**config.mk**
```make
export PLATFORM = sky130hd
export DESIGN_NAME = mc14500b_loader
export DESIGN_NICKNAME = d
export VERILOG_FILES = /design/src/rtl/mc14500b_loader_pkg.sv /design/src/rtl/mc14500b_loader.sv
export SDC_FILE = /design/constraint.sdc
export NUM_CORES = 1
export LEC_CHECK = 0
export ABC_AREA = 1
export ABC_CLOCK_PERIOD_IN_PS = 1900
export BUFFER_PORTS_ARGS = -buffer_cell sky130_fd_sc_hd__buf_4
export CAP_MARGIN = 20
export CELL_PAD_IN_SITES_DETAIL_PLACEMENT = 0
export CELL_PAD_IN_SITES_GLOBAL_PLACEMENT = 1
export CORE_MARGIN = 2
export CORE_UTILIZATION = 39
export DETAILED_ROUTE_END_ITERATION = 16
export GPL_TIMING_DRIVEN = 0
export PLACE_DENSITY_LB_ADDON = 0.1
export SLEW_MARGIN = 15
export SYNTH_ARGS = -nofsm -noshare
export SYNTH_HDL_FRONTEND = slang
export SYNTH_SLANG_ARGS = --single-unit
```
**constraint.sdc**
```tcl
create_clock -name clk -period 1.9 [get_ports clk]
set_input_delay 0.285 -clock clk [delete_from_list [all_inputs] [get_ports clk]]
set_output_delay 0.285 -clock clk [all_outputs]
set_load 0.01 [all_outputs]
```
**src/rtl/mc14500b_loader_pkg.sv**
```systemverilog
// rtl/mc14500b_loader_pkg.sv - shared types for the MC14500B program loader
package mc14500b_loader_pkg;

    typedef enum logic [1:0] {
        IDLE = 2'd0,
        LOAD = 2'd1,
        RUN  = 2'd2,
        HALT = 2'd3
    } loader_state_t;

endpackage

```
**src/rtl/mc14500b_loader.sv**
```systemverilog
// rtl/mc14500b_loader.sv - streams program words into text RAM and gates the MC14500B core
module mc14500b_loader
    import mc14500b_loader_pkg::*;
#(
    parameter int ADDR = 8,
    parameter int CODE = 4,
    parameter int WORD = ADDR + CODE
) (
    input  logic            clk,
    input  logic            rst,
    input  logic            start_load,
    input  logic            run_req,
    input  logic            in_valid,
    output logic            in_ready,
    input  logic [WORD-1:0] in_data,
    input  logic            in_last,
    input  logic            flag_f,
    output logic            prog_write,
    output logic [ADDR-1:0] prog_addr,
    output logic [WORD-1:0] prog_cmd,
    output logic            prog_sel,
    output logic            cpu_rst,
    output logic [ADDR:0]   word_count,
    output logic            overflow,
    output logic [1:0]      state
);

    localparam logic [ADDR:0]   WC_MAX   = {1'b1, {ADDR{1'b0}}};
    localparam logic [ADDR-1:0] ADDR_TOP = {ADDR{1'b1}};

    loader_state_t   state_q;
    logic [ADDR-1:0] addr_q;
    // Set by the final transfer: hold LOAD one more cycle so the last write
    // lands while the core is still in reset.
    logic            run_pend;

    assign state = state_q;

    always_ff @(posedge clk or posedge rst) begin
        if (rst) begin
            state_q    <= IDLE;
            addr_q     <= '0;
            run_pend   <= 1'b0;
            in_ready   <= 1'b0;
            prog_write <= 1'b0;
            prog_addr  <= '0;
            prog_cmd   <= '0;
            prog_sel   <= 1'b0;
            cpu_rst    <= 1'b1;
            word_count <= '0;
            overflow   <= 1'b0;
        end else begin
            prog_write <= 1'b0;
            if (start_load && state_q != LOAD) begin
                state_q    <= LOAD;
                addr_q     <= '0;
                run_pend   <= 1'b0;
                in_ready   <= 1'b1;
                prog_sel   <= 1'b1;
                cpu_rst    <= 1'b1;
                word_count <= '0;
                overflow   <= 1'b0;
            end else begin
                case (state_q)
                    LOAD: begin
                        if (run_pend) begin
                            state_q  <= RUN;
                            run_pend <= 1'b0;
                            cpu_rst  <= 1'b0;
                            prog_sel <= 1'b0;
                        end else if (in_valid && in_ready) begin
                            prog_write <= 1'b1;
                            prog_addr  <= addr_q;
                            prog_cmd   <= in_data;
                            if (word_count != WC_MAX)
                                word_count <= word_count + 1'b1;
                            if (in_last) begin
                                run_pend <= 1'b1;
                                in_ready <= 1'b0;
                            end else if (addr_q == ADDR_TOP) begin
                                overflow <= 1'b1;
                                state_q  <= IDLE;
                                in_ready <= 1'b0;
                                prog_sel <= 1'b0;
                            end else begin
                                addr_q <= addr_q + 1'b1;
                            end
                        end
                    end
                    RUN: begin
                        if (flag_f) begin
                            state_q <= HALT;
                            cpu_rst <= 1'b1;
                        end
                    end
                    HALT: begin
                        if (run_req) begin
                            state_q <= RUN;
                            cpu_rst <= 1'b0;
                        end
                    end
                    default: begin
                        cpu_rst <= 1'b1;
                    end
                endcase
            end
        end
    end

endmodule
```
==> reports/results.tsv <==
metric	value	unit
Sw Ratio	0.365	
Max FO, Critical Path	10	
HP Class	input port to async pin	
launch point of the worst reg-to-reg path	state[1]$_DFFE_PP0P_	
horizontal die dimension	82.2	um
GRT Overall Usage	0.177	
max-slew violation total from the final report	0	
Post-Synth XOR/XNOR Area	0.0110	
global-route wire length before repair	9200	um
Core Area	0.00592	sq mm
Cells after DPL	440	
largest net degree at the start of global routing	25	
measured slew at the worst slew-check pin	0.574	ns
hold-fix buffers at CTS	0	
number of H-tree levels	2	
count of buffers inserted at the top-level ports	54	
complex-gate fraction of the synthesized area	0.0572	
switching power total	1.28	mW
die height	82.2	um
Routed Wire Length	5480	um
P&R area growth vs syn	28.0	%
highest clock rate	590	MHz
initial antenna violation count	0	
fin crit share	0.892	
library cells used by synthesis	24	
remaining number of nets flagged by the antenna check after routing	0	
post-synthesis instance area	0.00238	sq mm
first drt pass iteration count	4	
fill cell instance count of the final layout	579	
top-level port count	55	
startpoint of the most critical setup path	state[1]$_DFFE_PP0P_	
die outline area	0.00675	sq mm
weighted congestion reported at the end of routability-driven placement	0.786	
final total power	3.51	mW
critical path type	flip-flop to flip-flop	
number of nets in the synthesized netlist	336	
antenna diode count	0	
number of nets in the final layout	401	
DRC violations left	0	
final count of negative-setup-slack endpoints	0	
portion of total power attributed to the clock network	0.204	
tightest hold margin	0.0449	ns
biggest area consumer among synthesized cells	sky130_fd_sc_hd__dfrtp_1	
share of the synthesized area in the top cell type	0.462	
mean post-synth cell area	7.68	sq um
sequential cell area fraction in the yosys report	0.473	
number of maximum-capacitance constraint violations	0	
std cell rows	28	
worst relative slew slack	0.616	
TritonCTS Sinks	45	
GRT Residual Overflow	0	
maximum buffer depth of the clock tree	2	
starting utilization of the core area	0.402	
HPWL after detailed placement	4010	um
r2r setup slk	0.20	ns
Setup crit start kind	flip-flop	
Power per Cell Area	1150	mW/mm^2
synthesized-area fraction occupied by and/or/nand/nor cells	0.341	
synthesized flop and latch total	45	
Via Count	2107	
clock tree root driver cell	sky130_fd_sc_hd__clkbuf_8	
via count of the first global-routing pass	1983	
final cell count without fillers	450	
area of the multi-input gates	0.00108	sq mm
register share of total power	0.401	
clock latency of the later-clocked register in the worst-skew pair	0.30	ns
share of cells above drive strength 1	0.240	
arrival time at the worst endpoint	1.89	ns
setup repair after global routing missed its margin	false	
cell types with the largest area share after synthesis	sky130_fd_sc_hd__dfrtp_1 (46%), sky130_fd_sc_hd__nand2_1 (19%), sky130_fd_sc_hd__inv_1 (5.0%)	
minimum clock period	1.70	ns
run status	complete, no violations	
combinational family with the most area after synthesis	simple AND/OR/NAND/NOR gates	
sequential cell area	0.00113	sq mm
most frequent cells in the layout	sky130_fd_sc_hd__nand2_1 (118), sky130_fd_sc_hd__buf_4 (59), sky130_fd_sc_hd__dfrtp_1 (43)	
Comb pwr share	0.396	
clock skew	0.0109	ns
CTS tree	yes	
Warnings, synthesis	0	
via density per instance	4.68	
synthesized instance count	310	
required time at the endpoint of the critical path	2.09	ns
fraction of synthesized area in multiplexers	0	
average detailed-routed wire length per instance	12.2	um
internal cell power	2.23	mW
Worst IR Drop VDD	621	uV
final hold violation count	0	
commonest non-fill, non-tap cell in the layout	sky130_fd_sc_hd__nand2_1	
leakage power figure	1.61	nW
number of clock buffers inserted by TritonCTS	5	
critical path capture point type	flip-flop	
arithmetic-cell share of the synthesized area counting full adders, half adders and majority gates	0.0368	
Worst-path clk slew	0.09	ns
number of violations reported at the end of detailed-routing iteration 0	61	
[metrics by stage]
step | cell area [sq um] | setup TNS, ns | utilization | worst slack, ns
final | 3050 | 0 | 0.515 | 0.205
after CTS | 3010 | 0 | 0.509 | 0.00110
after detailed placement | 2910 | 0 | 0.491 | 0.0122
after global placement | 2880 | -7.53 | 0.487 | -0.173
after floorplan | 2380 | 0 | - | 0.254
after global routing | 3050 | 0 | 0.515 | 0.0283
[critical path, cell delays in order, from the launching register on]
cell	delay, ns
sky130_fd_sc_hd__dfrtp_2	0.46
sky130_fd_sc_hd__inv_1	0.12
sky130_fd_sc_hd__ha_4	0.17
sky130_fd_sc_hd__inv_2	0.06
sky130_fd_sc_hd__nor2_4	0.17
sky130_fd_sc_hd__nand3_2	0.12
sky130_fd_sc_hd__buf_2	0.21
sky130_fd_sc_hd__buf_6	0.17
sky130_fd_sc_hd__nand2_1	0.06
sky130_fd_sc_hd__nand2_1	0.05
[power groups by stage]
stage / registers (mW) / clock network [mW] / logic (mW)
floorplan: 1.50 / 0 / 0.694
global placement: 1.42 / 0 / 1.36
detailed placement: 1.42 / 0 / 1.38
CTS: 1.41 / 0.741 / 1.38
global route: 1.45 / 0.779 / 1.57
finish: 1.41 / 0.716 / 1.39
[sequential cells by signal (all words and copies together), names as in the netlist]
register	flops
overflow	1
word_count	9
addr_q	8
state	2
prog_sel	1
cpu_rst	1
prog_addr	8
run_pend	1
in_ready	1
prog_cmd	12
prog_write	1
[path summary, 6_finish.rpt]
check                                                  to  depth (start not counted)
worst max register to register    prog_cmd[4]$_DFFE_PP0P_                          9
min in group clk                  prog_cmd[1]$_DFFE_PP0P_                          3
max in group asynchronous           addr_q[2]$_DFFE_PP0P_                          3
worst min register to register   prog_addr[0]$_DFFE_PP0P_                          2
worst min-delay path            word_count[8]$_DFFE_PP0P_                          2
worst max-delay path              prog_cmd[4]$_DFFE_PP0P_                          9
[metal layers]
metal / wire length (um) / share of wire / track usage
met1: 2620 / 0.48 / 0.237
met2: 2610 / 0.48 / 0.291
met3: 223 / 0.041 / 0.0424
met4: 25 / 0.0046 / 0.0400
met5: 0 / 0 / 0
[logic make-up after synthesis]
family	Yosys count
AO/OA/AOI/OAI	27
XOR/XNOR	3
adder cells (fa/ha/maj)	7
buffers and inverters	42
flip-flops	45
AND/OR/NAND/NOR	186
[layout make-up]
cell class                 instances  share of cell area
tap                               75              0.0308
buffer                             8              0.0209
clock inverter                     2              0.0115
multi-input combinational        223               0.353
timing repair buffer              58               0.149
clock buffer                       5              0.0226
inverter                          34              0.0419
sequential                        45               0.370
[Yosys cell counts]
cell type	number
sky130_fd_sc_hd__nand2_1	118
sky130_fd_sc_hd__dfrtp_1	44
sky130_fd_sc_hd__inv_1	32
sky130_fd_sc_hd__nor2_1	29
sky130_fd_sc_hd__nand3_1	21
sky130_fd_sc_hd__o21ai_0	19
sky130_fd_sc_hd__ha_1	7
sky130_fd_sc_hd__o21ai_1	6
sky130_fd_sc_hd__nor2_4	5
sky130_fd_sc_hd__nor3_1	4
sky130_fd_sc_hd__buf_2	3
sky130_fd_sc_hd__buf_6	3
sky130_fd_sc_hd__nand3_2	3
sky130_fd_sc_hd__xor2_1	3
sky130_fd_sc_hd__buf_4	2
sky130_fd_sc_hd__inv_2	2
sky130_fd_sc_hd__nand2_4	2
sky130_fd_sc_hd__a21oi_1	1
sky130_fd_sc_hd__dfstp_2	1
sky130_fd_sc_hd__nand2_2	1
sky130_fd_sc_hd__nand3b_1	1
sky130_fd_sc_hd__nand4_1	1
sky130_fd_sc_hd__nor3b_1	1
sky130_fd_sc_hd__o22ai_1	1
[repair_timing]
action / 4_1_cts / 5_1_grt
gates resized for setup: 0 / 3
buffers inserted: 0 / 3
hold endpoints to repair: 0 / 0
endpoints found under the setup margin: 0 / 23
Note: power is estimated with default switching activity, not from simulation.
